===== src/rtl/rs232_protocol_host.sv =====
// Initiator side of the ASCII UART/Wishbone bridge protocol: sends "?r"/"?w" hex frames and parses hex read replies.
// Optional reply watchdog enabled by defining RS232_HOST_TIMEOUT_EN.
module rs232_protocol_host #(
   parameter int ADDRESS_WIDTH  = 16,
   parameter int DATA_WIDTH     = 8,
   parameter int TIMEOUT_CYCLES = 1024
) (
   input  logic                     clk_i,
   input  logic                     rst_i,
   input  logic                     req_valid,
   output logic                     req_ready,
   input  logic                     req_we,
   input  logic [ADDRESS_WIDTH-1:0] req_adr,
   input  logic [DATA_WIDTH-1:0]    req_dat,
   output logic                     rsp_valid,
   output logic [DATA_WIDTH-1:0]    rsp_dat,
   output logic                     rsp_err,
   output logic [7:0]               tx_byte,
   output logic                     tx_byte_valid,
   input  logic                     tx_ready,
   input  logic [7:0]               rx_byte,
   input  logic                     rx_byte_valid
);

   localparam int AD   = ADDRESS_WIDTH / 4;
   localparam int DD   = DATA_WIDTH / 4;
   localparam int MAXD = (AD > DD) ? AD : DD;
   localparam int CW   = $clog2(MAXD + 1);

   if ((ADDRESS_WIDTH % 4) != 0 || ADDRESS_WIDTH < 4) begin : g_bad_adr_width
      $error("ADDRESS_WIDTH must be a positive multiple of 4");
   end
   if ((DATA_WIDTH % 4) != 0 || DATA_WIDTH < 4) begin : g_bad_dat_width
      $error("DATA_WIDTH must be a positive multiple of 4");
   end
   if (TIMEOUT_CYCLES < 1) begin : g_bad_timeout
      $error("TIMEOUT_CYCLES must be at least 1");
   end

   typedef enum logic [2:0] {
      S_IDLE, S_SYNC, S_CMD, S_ADR, S_DAT, S_WAIT_RSP, S_DONE
   } state_t;

   state_t                   state;
   logic                     we_q;
   logic [ADDRESS_WIDTH-1:0] adr_sh;
   logic [DATA_WIDTH-1:0]    dat_sh;
   logic [CW-1:0]            dig_cnt;
   logic                     tx_fire;
   logic [4:0]               rx_dec;
   logic                     rx_ws;
   logic                     timeout_hit;
   logic [DATA_WIDTH-1:0]    rx_next;

   function automatic logic [7:0] hex_char(input logic [3:0] n);
      return (n < 4'd10) ? {4'h3, n} : (8'h57 + {4'h0, n});
   endfunction

   // {is_hex, nibble}; letters of either case carry value low_nibble + 9
   function automatic logic [4:0] hex_val(input logic [7:0] b);
      if (b >= 8'h30 && b <= 8'h39)
         return {1'b1, b[3:0]};
      else if ((b >= 8'h61 && b <= 8'h66) || (b >= 8'h41 && b <= 8'h46))
         return {1'b1, b[3:0] + 4'd9};
      else
         return 5'b0_0000;
   endfunction

   assign tx_fire = tx_byte_valid & tx_ready;
   assign rx_dec  = hex_val(rx_byte);
   assign rx_ws   = (rx_byte == 8'h0A) || (rx_byte == 8'h0D) || (rx_byte == 8'h20);
   assign rx_next = (dat_sh << 4) | DATA_WIDTH'(rx_dec[3:0]);

`ifdef RS232_HOST_TIMEOUT_EN
   localparam int TW = $clog2(TIMEOUT_CYCLES + 1);
   logic [TW-1:0] to_cnt;

   always_ff @(posedge clk_i or posedge rst_i) begin
      if (rst_i)
         to_cnt <= '0;
      else if (state != S_WAIT_RSP || rx_byte_valid)
         to_cnt <= '0;
      else if (!timeout_hit)
         to_cnt <= to_cnt + TW'(1);
   end

   assign timeout_hit = (state == S_WAIT_RSP) && !rx_byte_valid &&
                        (to_cnt == TW'(TIMEOUT_CYCLES - 1));
`else
   assign timeout_hit = 1'b0;
`endif

   // NOTE: every register here, datapath included, is cleared by the async reset so an abandoned
   // frame leaves no residue; all state updates use non-blocking assignments.
   always_ff @(posedge clk_i or posedge rst_i) begin
      if (rst_i) begin
         state         <= S_IDLE;
         req_ready     <= 1'b0;
         rsp_valid     <= 1'b0;
         rsp_dat       <= '0;
         rsp_err       <= 1'b0;
         tx_byte       <= 8'h00;
         tx_byte_valid <= 1'b0;
         we_q          <= 1'b0;
         adr_sh        <= '0;
         dat_sh        <= '0;
         dig_cnt       <= '0;
      end else begin
         rsp_valid <= 1'b0;
         case (state)
            S_IDLE: begin
               req_ready <= 1'b1;
               if (req_valid && req_ready) begin
                  req_ready     <= 1'b0;
                  we_q          <= req_we;
                  adr_sh        <= req_adr;
                  dat_sh        <= req_dat;
                  tx_byte       <= 8'h3F;
                  tx_byte_valid <= 1'b1;
                  state         <= S_SYNC;
               end
            end
            S_SYNC: if (tx_fire) begin
               tx_byte <= we_q ? 8'h77 : 8'h72;
               state   <= S_CMD;
            end
            S_CMD: if (tx_fire) begin
               tx_byte <= hex_char(adr_sh[ADDRESS_WIDTH-1 -: 4]);
               adr_sh  <= adr_sh << 4;
               dig_cnt <= '0;
               state   <= S_ADR;
            end
            S_ADR: if (tx_fire) begin
               if (dig_cnt == CW'(AD - 1)) begin
                  dig_cnt <= '0;
                  if (we_q) begin
                     tx_byte <= hex_char(dat_sh[DATA_WIDTH-1 -: 4]);
                     dat_sh  <= dat_sh << 4;
                     state   <= S_DAT;
                  end else begin
                     tx_byte       <= 8'h00;
                     tx_byte_valid <= 1'b0;
                     dat_sh        <= '0;
                     state         <= S_WAIT_RSP;
                  end
               end else begin
                  tx_byte <= hex_char(adr_sh[ADDRESS_WIDTH-1 -: 4]);
                  adr_sh  <= adr_sh << 4;
                  dig_cnt <= dig_cnt + CW'(1);
               end
            end
            S_DAT: if (tx_fire) begin
               if (dig_cnt == CW'(DD - 1)) begin
                  tx_byte       <= 8'h00;
                  tx_byte_valid <= 1'b0;
                  rsp_valid     <= 1'b1;
                  rsp_dat       <= '0;
                  rsp_err       <= 1'b0;
                  state         <= S_DONE;
               end else begin
                  tx_byte <= hex_char(dat_sh[DATA_WIDTH-1 -: 4]);
                  dat_sh  <= dat_sh << 4;
                  dig_cnt <= dig_cnt + CW'(1);
               end
            end
            S_WAIT_RSP: begin
               if (rx_byte_valid) begin
                  if (rx_dec[4]) begin
                     dat_sh <= rx_next;
                     if (dig_cnt == CW'(DD - 1)) begin
                        rsp_valid <= 1'b1;
                        rsp_dat   <= rx_next;
                        rsp_err   <= 1'b0;
                        state     <= S_DONE;
                     end else begin
                        dig_cnt <= dig_cnt + CW'(1);
                     end
                  end else if (!rx_ws) begin
                     rsp_valid <= 1'b1;
                     rsp_dat   <= '0;
                     rsp_err   <= 1'b1;
                     state     <= S_DONE;
                  end
               end else if (timeout_hit) begin
                  rsp_valid <= 1'b1;
                  rsp_dat   <= '0;
                  rsp_err   <= 1'b1;
                  state     <= S_DONE;
               end
            end
            S_DONE: begin
               rsp_dat   <= '0;
               rsp_err   <= 1'b0;
               req_ready <= 1'b1;
               state     <= S_IDLE;
            end
            default: state <= S_IDLE;
         endcase
      end
   end

endmodule


===== config.mk =====
export PLATFORM = sky130hd
export DESIGN_NAME = rs232_protocol_host
export DESIGN_NICKNAME = d
export VERILOG_FILES = /design/src/rtl/rs232_protocol_host.sv
export SDC_FILE = /design/constraint.sdc
export NUM_CORES = 1
export LEC_CHECK = 0
export CAP_MARGIN = 20
export CELL_PAD_IN_SITES_DETAIL_PLACEMENT = 1
export CELL_PAD_IN_SITES_GLOBAL_PLACEMENT = 2
export CORE_UTILIZATION = 25
export CTS_CLUSTER_DIAMETER = 80
export DETAILED_ROUTE_END_ITERATION = 16
export GPL_ROUTABILITY_DRIVEN = 1
export PLACE_DENSITY_LB_ADDON = 0.15
export SYNTH_ARGS = -nofsm -noshare
export SYNTH_HDL_FRONTEND = slang
export SYNTH_SLANG_ARGS = --single-unit

===== constraint.sdc =====
create_clock -name clk_i -period 6.3 [get_ports clk_i]
set_clock_uncertainty 0.05 [all_clocks]
set_input_delay 0.63 -clock clk_i [delete_from_list [all_inputs] [get_ports clk_i]]
set_output_delay 0.63 -clock clk_i [all_outputs]
set_load 0.01 [all_outputs]

==> results of run 1 <==
## state kept, by name, summed over array words and instances, names as in the netlist, 3 cells and up
signal,flops
tx_byte,7
rsp_dat,8
state,3
dig_cnt,3
adr_sh,16
dat_sh,8
## power groups by stage
stage / clock (W) / sequential [W] / combinational [W]
floorplan: 0 / 0.000526 / 0.000622
global placement: 0 / 0.000575 / 0.000824
detailed placement: 0 / 0.000580 / 0.000836
CTS: 0.000376 / 0.000574 / 0.000841
global route: 0.000388 / 0.000595 / 0.000945
finish: 0.000365 / 0.000572 / 0.000834
## layout make-up
class | instances | area share (%)
Inverter | 17 | 1.53
Timing Repair Buffer | 58 | 14.0
Tap cell | 172 | 5.17
Multi-Input combinational cell | 261 | 44.4
Clock inverter | 2 | 1.44
Sequential cell | 50 | 30.1
Clock buffer | 6 | 3.34
## per-stage QoR
step,cells,utilization (%),hold WS (ns),cell area (um2)
2_1_floorplan,343,-,0.400,3220
3_3_place_gp,557,31.4,0.413,3950
3_5_place_dp,557,31.4,0.420,3950
4_1_cts,565,33.0,0.436,4140
5_1_grt,566,33.1,0.457,4160
6_report,566,33.1,0.431,4160
## cell usage after synthesis, drive strengths merged, types with 5 or more instances
| library cell | count | area share, % |
|---|---|---|
| mux2 | 15 | 5.7 |
| a21oi | 17 | 3.0 |
| dfrtp | 50 | 39 |
| nand3b | 6 | 1.4 |
| nor2 | 18 | 2.1 |
| clkbuf | 10 | 1.2 |
| nor3 | 8 | 1.4 |
| o22ai | 6 | 1.2 |
| nand2b | 9 | 1.7 |
| mux2i | 17 | 5.3 |
| nand2 | 38 | 4.4 |
| inv | 17 | 2.0 |
| ha | 16 | 6.2 |
| o21ai | 35 | 5.4 |
| o2bb2ai | 8 | 2.2 |
| buf | 5 | 0.82 |
| nor2b | 6 | 1.2 |
| a22oi | 7 | 1.6 |
## logic make-up after synthesis
family          after synthesis  synth area share (%)
compound gates              105                  21.9
simple gates                104                  17.1
flops                        50                  38.8
mux                          32                  11.0
buf+inv                      32                  3.96
fa+ha+maj                    16                  6.21
xor+xnor                      3                 0.816
other cells                   1                 0.116
## worst max-delay path, cell delays in order
cell and delay (ns):
clkdlybuf4s50_1 0.47, inv_1 0.14, ha_1 0.22, nand2b_1 0.07, a2111oi_0 0.74, a211oi_1 0.36
o21ai_1 0.57, a22o_1 0.23
## worst max path at each step
stage	cells past startpoint	slack [ns]	start	endpoint
detailed placement	8	2.73	rx_byte[1]	rsp_dat[6]
CTS	8	3.03	rx_byte[1]	rsp_dat[6]
global route	8	2.76	rx_byte[1]	rsp_dat[7]
global placement	7	2.86	rx_byte[0]	rsp_dat[7]
finish	8	3.04	rx_byte[1]	rsp_dat[6]
floorplan	5	3.65	rx_byte[4]	dat_sh[0]
## routing by layer
metal | share of wire, % | vias up | GRT usage [%] | wire length (um)
li1 | - | 1345 | - | -
met1 | 51 | 1314 | 21.4 | 4670
met2 | 45 | 38 | 23.3 | 4070
met3 | 2.9 | 8 | 2.56 | 266
met4 | 1.2 | 0 | 4.42 | 108
met5 | 0 | - | 0 | 0
==> impl_metrics.csv, run 1 <==
group,metric,value,unit
cts,cts_tree,"done",
worst_setup_path,worstSetupPathType,"in2reg",
worst_setup_path,reg2reg_from,"state[2]",
place,place_hpwl,6860,um
worst_setup_path,startpoint_type,"input pin",
worst_setup_path,reg2reg_depth,5,
drt,drt_first_iter_violations,109,
power_and_ir_drop,power_density,426,nW/um2
sta,hold_viol_final,0,
power_and_ir_drop,p_clk_share,20.6,%
worst_hold_path,min_path_cells,2,
power_and_ir_drop,seqPwrFrac,32.3,%
drt,num_vias,2705,
global_routing,grt.overflow.total,0,
layout,diodes,0,
sta,fin_ws,3.04,ns
sta,rsz0062_at_grt,"false",
synth,synthDistinctLibCells,57,
synth,async_reset_ff_share,100,%
place,gp_congestion,0.751,
synth,syn_inst,343,
power_and_ir_drop,swShare,39.8,%
layout,ff_latch_area,1250,um2
power_and_ir_drop,pwr-share-comb,47.1,%
sta,setup_tns,0,ns
drt,totalWireLength,9120,um
synth,ys_seq_area_share,38.8,%
synth,synth_seq_cells,50,
sta,setup_viol,0,
sta,fin_crit,3.26,ns
power_and_ir_drop,p_leak,1.69,nW
drt,antenna_left,0,
flow_run,drv_cap,0,
global_routing,grt_use_total,15.1,%
cts,clk_pin_slew,0.07,ns
die,die_area,13300,um2
cts,hold_buffers,0,
layout,multi_input_area,1850,um2
cts,cts-resized-gates,0,
cts,clk_latency,0.30,ns
synth,synth_flop_cell,"dfrtp_1",
worst_setup_path,end_kind,"flop",
synth,synth-edff-count,0,
worst_setup_path,worstPathMaxFanout,8,
drt,dr.pass1.iters,4,
worst_setup_path,arrival,3.44,ns
layout,final_cell_mix,"56 x clkdlybuf4s50_1, 50 x dfrtp_1, 38 x nand2_1, 33 x o21ai_0, 18 x nor2_1",
die,ios,58,
synth,syn_area,3220,um2
drt,route.detailed.drc,0,
die,start_util,25.6,%
synth,syn_avg_cell_area,9.39,um2
cts,cts-root-buf,"clkbuf_16",
drt,wire_per_inst,16.1,um
cts,cts_made_buffers,5,
cts,post_cts_buffers,0,
worst_setup_path,rr_endpoint,"tx_byte[2]",
die,num_rows,41,
synth,yosys_warnings,0,
sta,fin_crit_sh,51.7,%
sta,slew_violations,0,
die,core,12600,um2
layout,drive_gt1_share,9.39,%
layout,areaGrowthSynthToFinish,29.1,%
worst_setup_path,crit_required,6.49,ns
synth,synthesis.nets,397,
place,pre_cts_ws,2.73,ns
cts,cts.path.max_buffers,2,
die,die_h,116,um
global_routing,antenna_found_initial,0,
layout,final_nets,447,
layout,mostFrequentLayoutCell,"clkdlybuf4s50_1",
power_and_ir_drop,switchingPower,0.000704,W
power_and_ir_drop,total_power,0.00177,W
global_routing,grt_pass1_vias,2883,
cts,cts_max_level,2,
sta,worst_slew_pin_slew,0.934,ns
worst_hold_path,hp-start,"adr_sh[2]",
global_routing,grt_pass1_wl,15400,um
power_and_ir_drop,ir_drop,120,uV
power_and_ir_drop,p_int,0.00107,W
worst_hold_path,worstHoldEndpoint,"adr_sh[2]",
place,port_buffers,56,
worst_hold_path,hold_path.class,"reg2reg",
die,die_w,116,um
sta,relSlewSlack,37.7,%
drt,drt-vias-per-instance,4.78,
layout,num-fill-cells,1454,
outcome,status,"finished, final reports clean",
global_routing,grt_max_degree,51,
cts,cts_num_sinks,50,
worst_setup_path,r2r_setup_slack,3.41,ns
sta,fmax,307,MHz
Power figures use the tool's default switching activity.
==> run 2, diff against run 1 <==
Clock period 6.3 ns to 2.68 ns, I/O delays scaled along.
==> impl_metrics.csv, run 2 (synthesized netlist as in run 1, its figures left out) <==
group,metric,value,unit
worst_setup_path,arrival,2.55,ns
sta,hold_viol_final,0,
drt,wire_per_inst,15.8,um
layout,final_nets,474,
sta,fin_crit_sh,90.1,%
die,die_h,116,um
layout,multi_input_area,1850,um2
worst_setup_path,startpoint_type,"input pin",
layout,diodes,0,
cts,cts_made_buffers,5,
cts,cts-resized-gates,0,
layout,areaGrowthSynthToFinish,35.8,%
cts,cts_max_level,2,
global_routing,top_usage_layer,"met2",
cts,cts.path.max_buffers,2,
die,ios,58,
global_routing,antenna_found_initial,0,
flow_run,drv_cap,0,
global_routing,grt_pass1_vias,2947,
worst_hold_path,hold_path.class,"in2async",
layout,final_area,4370,um2
layout,largestRegisters,"adr_sh (16), dat_sh (8), rsp_dat (8)",
global_routing,grt_pass1_wl,15700,um
die,die_w,116,um
drt,drt-vias-per-instance,4.78,
die,start_util,25.6,%
layout,post-route-util,34.8,%
global_routing,use_met2,23.4,%
sta,holdWs,0.307,ns
global_routing,grt.overflow.total,0,
layout,stdcell_count,593,
die,core,12600,um2
worst_setup_path,end_kind,"flop",
worst_setup_path,crit_required,2.81,ns
drt,dr.pass1.iters,10,
sta,fmax,414,MHz
die,die_area,13300,um2
global_routing,grt_use_total,15.4,%
outcome,status,"complete, but fails checks",
die,num_rows,41,
worst_setup_path,worstPathMaxFanout,8,
layout,ff_latch_area,1250,um2
drt,totalWireLength,9400,um
cts,cts-root-buf,"clkbuf_16",
drt,route.detailed.drc,2,
global_routing,grt_max_degree,33,
layout,mostFrequentLayoutCell,"clkdlybuf4s50_1",
drt,antenna_left,0,
layout,drive_gt1_share,15.2,%
power_and_ir_drop,p_leak,1.83,nW
sta,worst_slew_pin_slew,0.607,ns
cts,post_cts_buffers,0,
layout,num-fill-cells,1450,
global_routing,grt_use_met3,2.77,%
drt,num_vias,2835,
cts,clk_pin_slew,0.07,ns
layout,final_cell_mix,"56 x clkdlybuf4s50_1, 50 x dfrtp_1, 38 x nand2_1, 33 x o21ai_0, 27 x buf_4",
cts,clk_latency,0.30,ns
place,place_hpwl,7340,um
place,gp_congestion,0.758,
sta,relSlewSlack,59.5,%
power_and_ir_drop,ir_drop,287,uV
layout,largest_reg_flops,16,
sta,fin_crit,2.42,ns
power_and_ir_drop,power_density,990,nW/um2
worst_setup_path,worstSetupPathType,"in2reg",
sta,slew_violations,0,
cts,cts_num_sinks,50,
outcome,violations,"DRC",
layout,regMostFlops,"adr_sh",
cts,hold_buffers,0,
place,dp.cells,584,
place,port_buffers,56,
place,place_area,4160,um2
sta,setup_viol,0,
global_routing,met1_usage,21.8,%
drt,drt_first_iter_violations,104,
cts,cts_tree,"done",
sta,rsz0062_at_grt,"false",
-- run 2: cell count changes in the layout (fill, tap and decap cells not counted) --
cell	previous run	this run
buf_4	1	27
buf_12	0	1
-- run 2: path summary, 6_finish.rpt --
kind	from	end	slack (ns)	cells past startpoint
min in group clk_i	adr_sh[5]	adr_sh[5]	0.43	2
max in group asynchronous	rst_i	tx_byte[1]	1.72	3
min reg2reg	adr_sh[5]	adr_sh[5]	0.43	2
max	rx_byte[0]	rsp_dat[7]	0.26	9
max reg2reg	state[2]	rsp_dat[7]	0.36	7
min	rst_i	state[2]	0.31	2
-- run 2: per-stage QoR --
step / setup TNS, ns / setup slack, ns / total power [W]
5_1_grt: 0 / 0.150 / 0.00471
6_report: 0 / 0.265 / 0.00433
4_1_cts: 0 / 0.268 / 0.00437
2_1_floorplan: 0 / 0.393 / 0.00270
3_3_place_gp: 0 / 0.0364 / 0.00345
3_5_place_dp: -0.302 / -0.0499 / 0.00349
-- run 2: worst max-delay path: stages --
cell	delay (ns)
clkdlybuf4s50_1	0.56
inv_1	0.13
ha_1	0.22
nor2_1	0.11
o31ai_1	0.13
a211oi_1	0.57
o21ai_1	0.13
buf_4	0.19
a22o_1	0.24
-- run 2: cell type report --
type                            count  share of cell area (%)
Sequential cell                    50                    28.6
Inverter                           17                    1.46
Tap cell                          172                    4.92
Clock buffer                        6                    3.18
Timing Repair Buffer               85                    18.2
Multi-Input combinational cell    261                    42.2
Clock inverter                      2                    1.37
-- run 2: power by group --
group / total (W) / internal (W) / switching, W
clock network: 0.000848 / 0.000561 / 0.000288
registers: 0.00129 / 0.00104 / 0.000254
logic: 0.00219 / 0.00104 / 0.00115
total: 0.00433 / 0.00264 / 0.00169
-- run 2: routing by layer --
metal	up-vias	share of wire, %
li1	1397	-
met1	1378	52
met2	50	43
met3	10	3.1
met4	0	1.6
met5	-	0
==> run 3, diff against run 2 <==
Settings changed: CAP_MARGIN 20 to not set, PLACE_DENSITY_LB_ADDON 0.15 to 0.12, RECOVER_POWER set to 25.
==> impl_metrics.csv, run 3 (synthesized netlist as in run 1, its figures left out) <==
group,metric,value,unit
worst_setup_path,startpoint_type,"input pin",
cts,post_cts_buffers,0,
die,die_w,116,um
drt,num_vias,2812,
worst_setup_path,worstSetupPathType,"in2reg",
power_and_ir_drop,p_leak,1.80,nW
cts,cts_made_buffers,5,
global_routing,met1_usage,22.9,%
cts,clk_latency,0.30,ns
layout,areaGrowthSynthToFinish,34.2,%
sta,fin_crit_sh,90.0,%
power_and_ir_drop,power_density,965,nW/um2
outcome,status,"finished, final reports clean",
layout,diodes,0,
drt,route.detailed.drc,0,
global_routing,grt_use_met3,3.09,%
worst_setup_path,path_delay_family,"buffers and inverters",
power_and_ir_drop,ir_drop,335,uV
worst_setup_path,worstPathMaxFanout,8,
layout,multi_input_area,1850,um2
die,core,12600,um2
place,port_buffers,56,
layout,final_nets,475,
worst_setup_path,arrival,2.55,ns
cts,hold_buffers,0,
power_and_ir_drop,p_int,0.00246,W
worst_setup_path,crit_required,2.82,ns
worst_setup_path,r2r_setup_slack,0.31,ns
sta,relSlewSlack,16.0,%
global_routing,grt_max_degree,33,
global_routing,use_met2,22.3,%
drt,drt-vias-per-instance,4.73,
sta,slew_violations,0,
global_routing,grt_pass1_vias,2830,
cts,cts_tree,"done",
sta,fin_crit,2.41,ns
place,place_hpwl,7420,um
layout,post-route-util,34.4,%
die,num_rows,41,
layout,mostFrequentLayoutCell,"clkdlybuf4s50_1",
worst_setup_path,crit_path_max_incr_delay,0.53,ns
layout,largestRegisters,"adr_sh (16), dat_sh (8), rsp_dat (8)",
power_and_ir_drop,p_clk_share,16.1,%
drt,drt_first_iter_violations,165,
power_and_ir_drop,seqPwrFrac,31.1,%
drt,dr.pass1.iters,4,
power_and_ir_drop,pwr-share-comb,52.8,%
power_and_ir_drop,switchingPower,0.00172,W
die,die_h,116,um
die,ios,58,
die,start_util,25.6,%
layout,drive_gt1_share,14.9,%
worst_setup_path,worstPathCellList,"clkdlybuf4s50_1 -> inv_1 -> ha_1 -> o21bai_1 -> a21oi_4 -> nor3_2 -> nor4_4 -> buf_12 -> mux2_4",
layout,final_cell_mix,"55 x clkdlybuf4s50_1, 50 x dfrtp_1, 38 x nand2_1, 33 x o21ai_0, 28 x buf_4",
worst_setup_path,crit_buf_inv,3,
layout,ff_latch_area,1250,um2
sta,hold_viol_final,0,
place,gp_congestion,0.793,
drt,antenna_left,0,
cts,cts_max_level,2,
layout,regMostFlops,"adr_sh",
cts,cts_num_sinks,50,
sta,worst_slew_pin_slew,1.26,ns
power_and_ir_drop,swShare,41.1,%
layout,num-fill-cells,1467,
flow_run,drv_cap,0,
sta,fmax,414,MHz
drt,wire_per_inst,16.1,um
place,pre_cts_ws,-0.0442,ns
sta,rsz0062_at_grt,"false",
cts,clk_pin_slew,0.07,ns
cts,cts-root-buf,"clkbuf_16",
worst_setup_path,end_kind,"flop",
worst_setup_path,critPathSlowestCell,"clkdlybuf4s50_1",
layout,largest_reg_flops,16,
global_routing,grt_use_total,15.4,%
drt,totalWireLength,9550,um
sta,setup_tns,0,ns
cts,cts.path.max_buffers,2,
global_routing,grt.overflow.total,0,
die,die_area,13300,um2
global_routing,antenna_found_initial,0,
sta,fin_ws,0.267,ns
cts,cts-resized-gates,0,
worst_hold_path,hold_path.class,"reg2reg",
sta,setup_viol,0,
global_routing,top_usage_layer,"met1",
global_routing,grt_pass1_wl,15500,um
## run 3: cell count changes in the layout (fill, tap and decap cells not counted)
cell and change:
bufinv_16 -2, dlygate4sd3_1 +1, clkinvlp_4 +1, buf_4 +1, buf_8 -1, clkinv_2 +1, inv_2 -1, clkbuf_1 +1
inv_1 +1, clkdlybuf4s50_1 -1
## run 3: layout make-up
class                      count  area share (%)
timing repair buffer          86            18.4
sequential                    50            28.9
tap                          172            4.98
clock buffer                   6            3.21
inverter                      17            1.48
clock inverter                 2           0.289
multi-input combinational    261            42.7
## run 3: power by group through the flow
stage                     Clock, W  Sequential [W]  Combinational, W
final                     0.000673         0.00130           0.00220
after global placement           0         0.00131           0.00220
after CTS                 0.000703         0.00130           0.00224
after floorplan                  0         0.00124           0.00146
after detailed placement         0         0.00132           0.00223
after global routing      0.000732         0.00134           0.00246
## run 3: path summary, 6_finish.rpt
| path | from | cells after the start | to |
|---|---|---|---|
| max | rx_byte[0] | 9 | dat_sh[7] |
| min | adr_sh[11] | 2 | adr_sh[11] |
| max reg2reg | dig_cnt[0] | 5 | adr_sh[4] |
| min reg2reg | adr_sh[11] | 2 | adr_sh[11] |
| max in group asynchronous | rst_i | 3 | tx_byte[0] |
| min in group asynchronous | rst_i | 2 | state[1] |
## run 3: worst register-to-register path: cells and delay by family, from the launching register on
kind                     cells  cell delay (ns)
flip-flops                   1             0.40
adder cells (fa/ha/maj)      2             0.51
AND/OR/NAND/NOR              1             0.10
AO/OA/AOI/OAI                2             1.13
## run 3: routing by layer
layer	wire length, um	vias to the layer above
met5	0	-
met4	99	0
met3	347	7
met2	4090	41
met1	5020	1367
li1	-	1397
## run 3: through the flow
step	instances	area, um2	power, W	hold slack [ns]
after floorplan	343	3220	0.00270	0.335
after global placement	586	4190	0.00352	0.411
after detailed placement	586	4190	0.00355	0.425
after CTS	594	4340	0.00425	0.242
after global routing	594	4320	0.00454	0.453
final	594	4320	0.00417	0.432
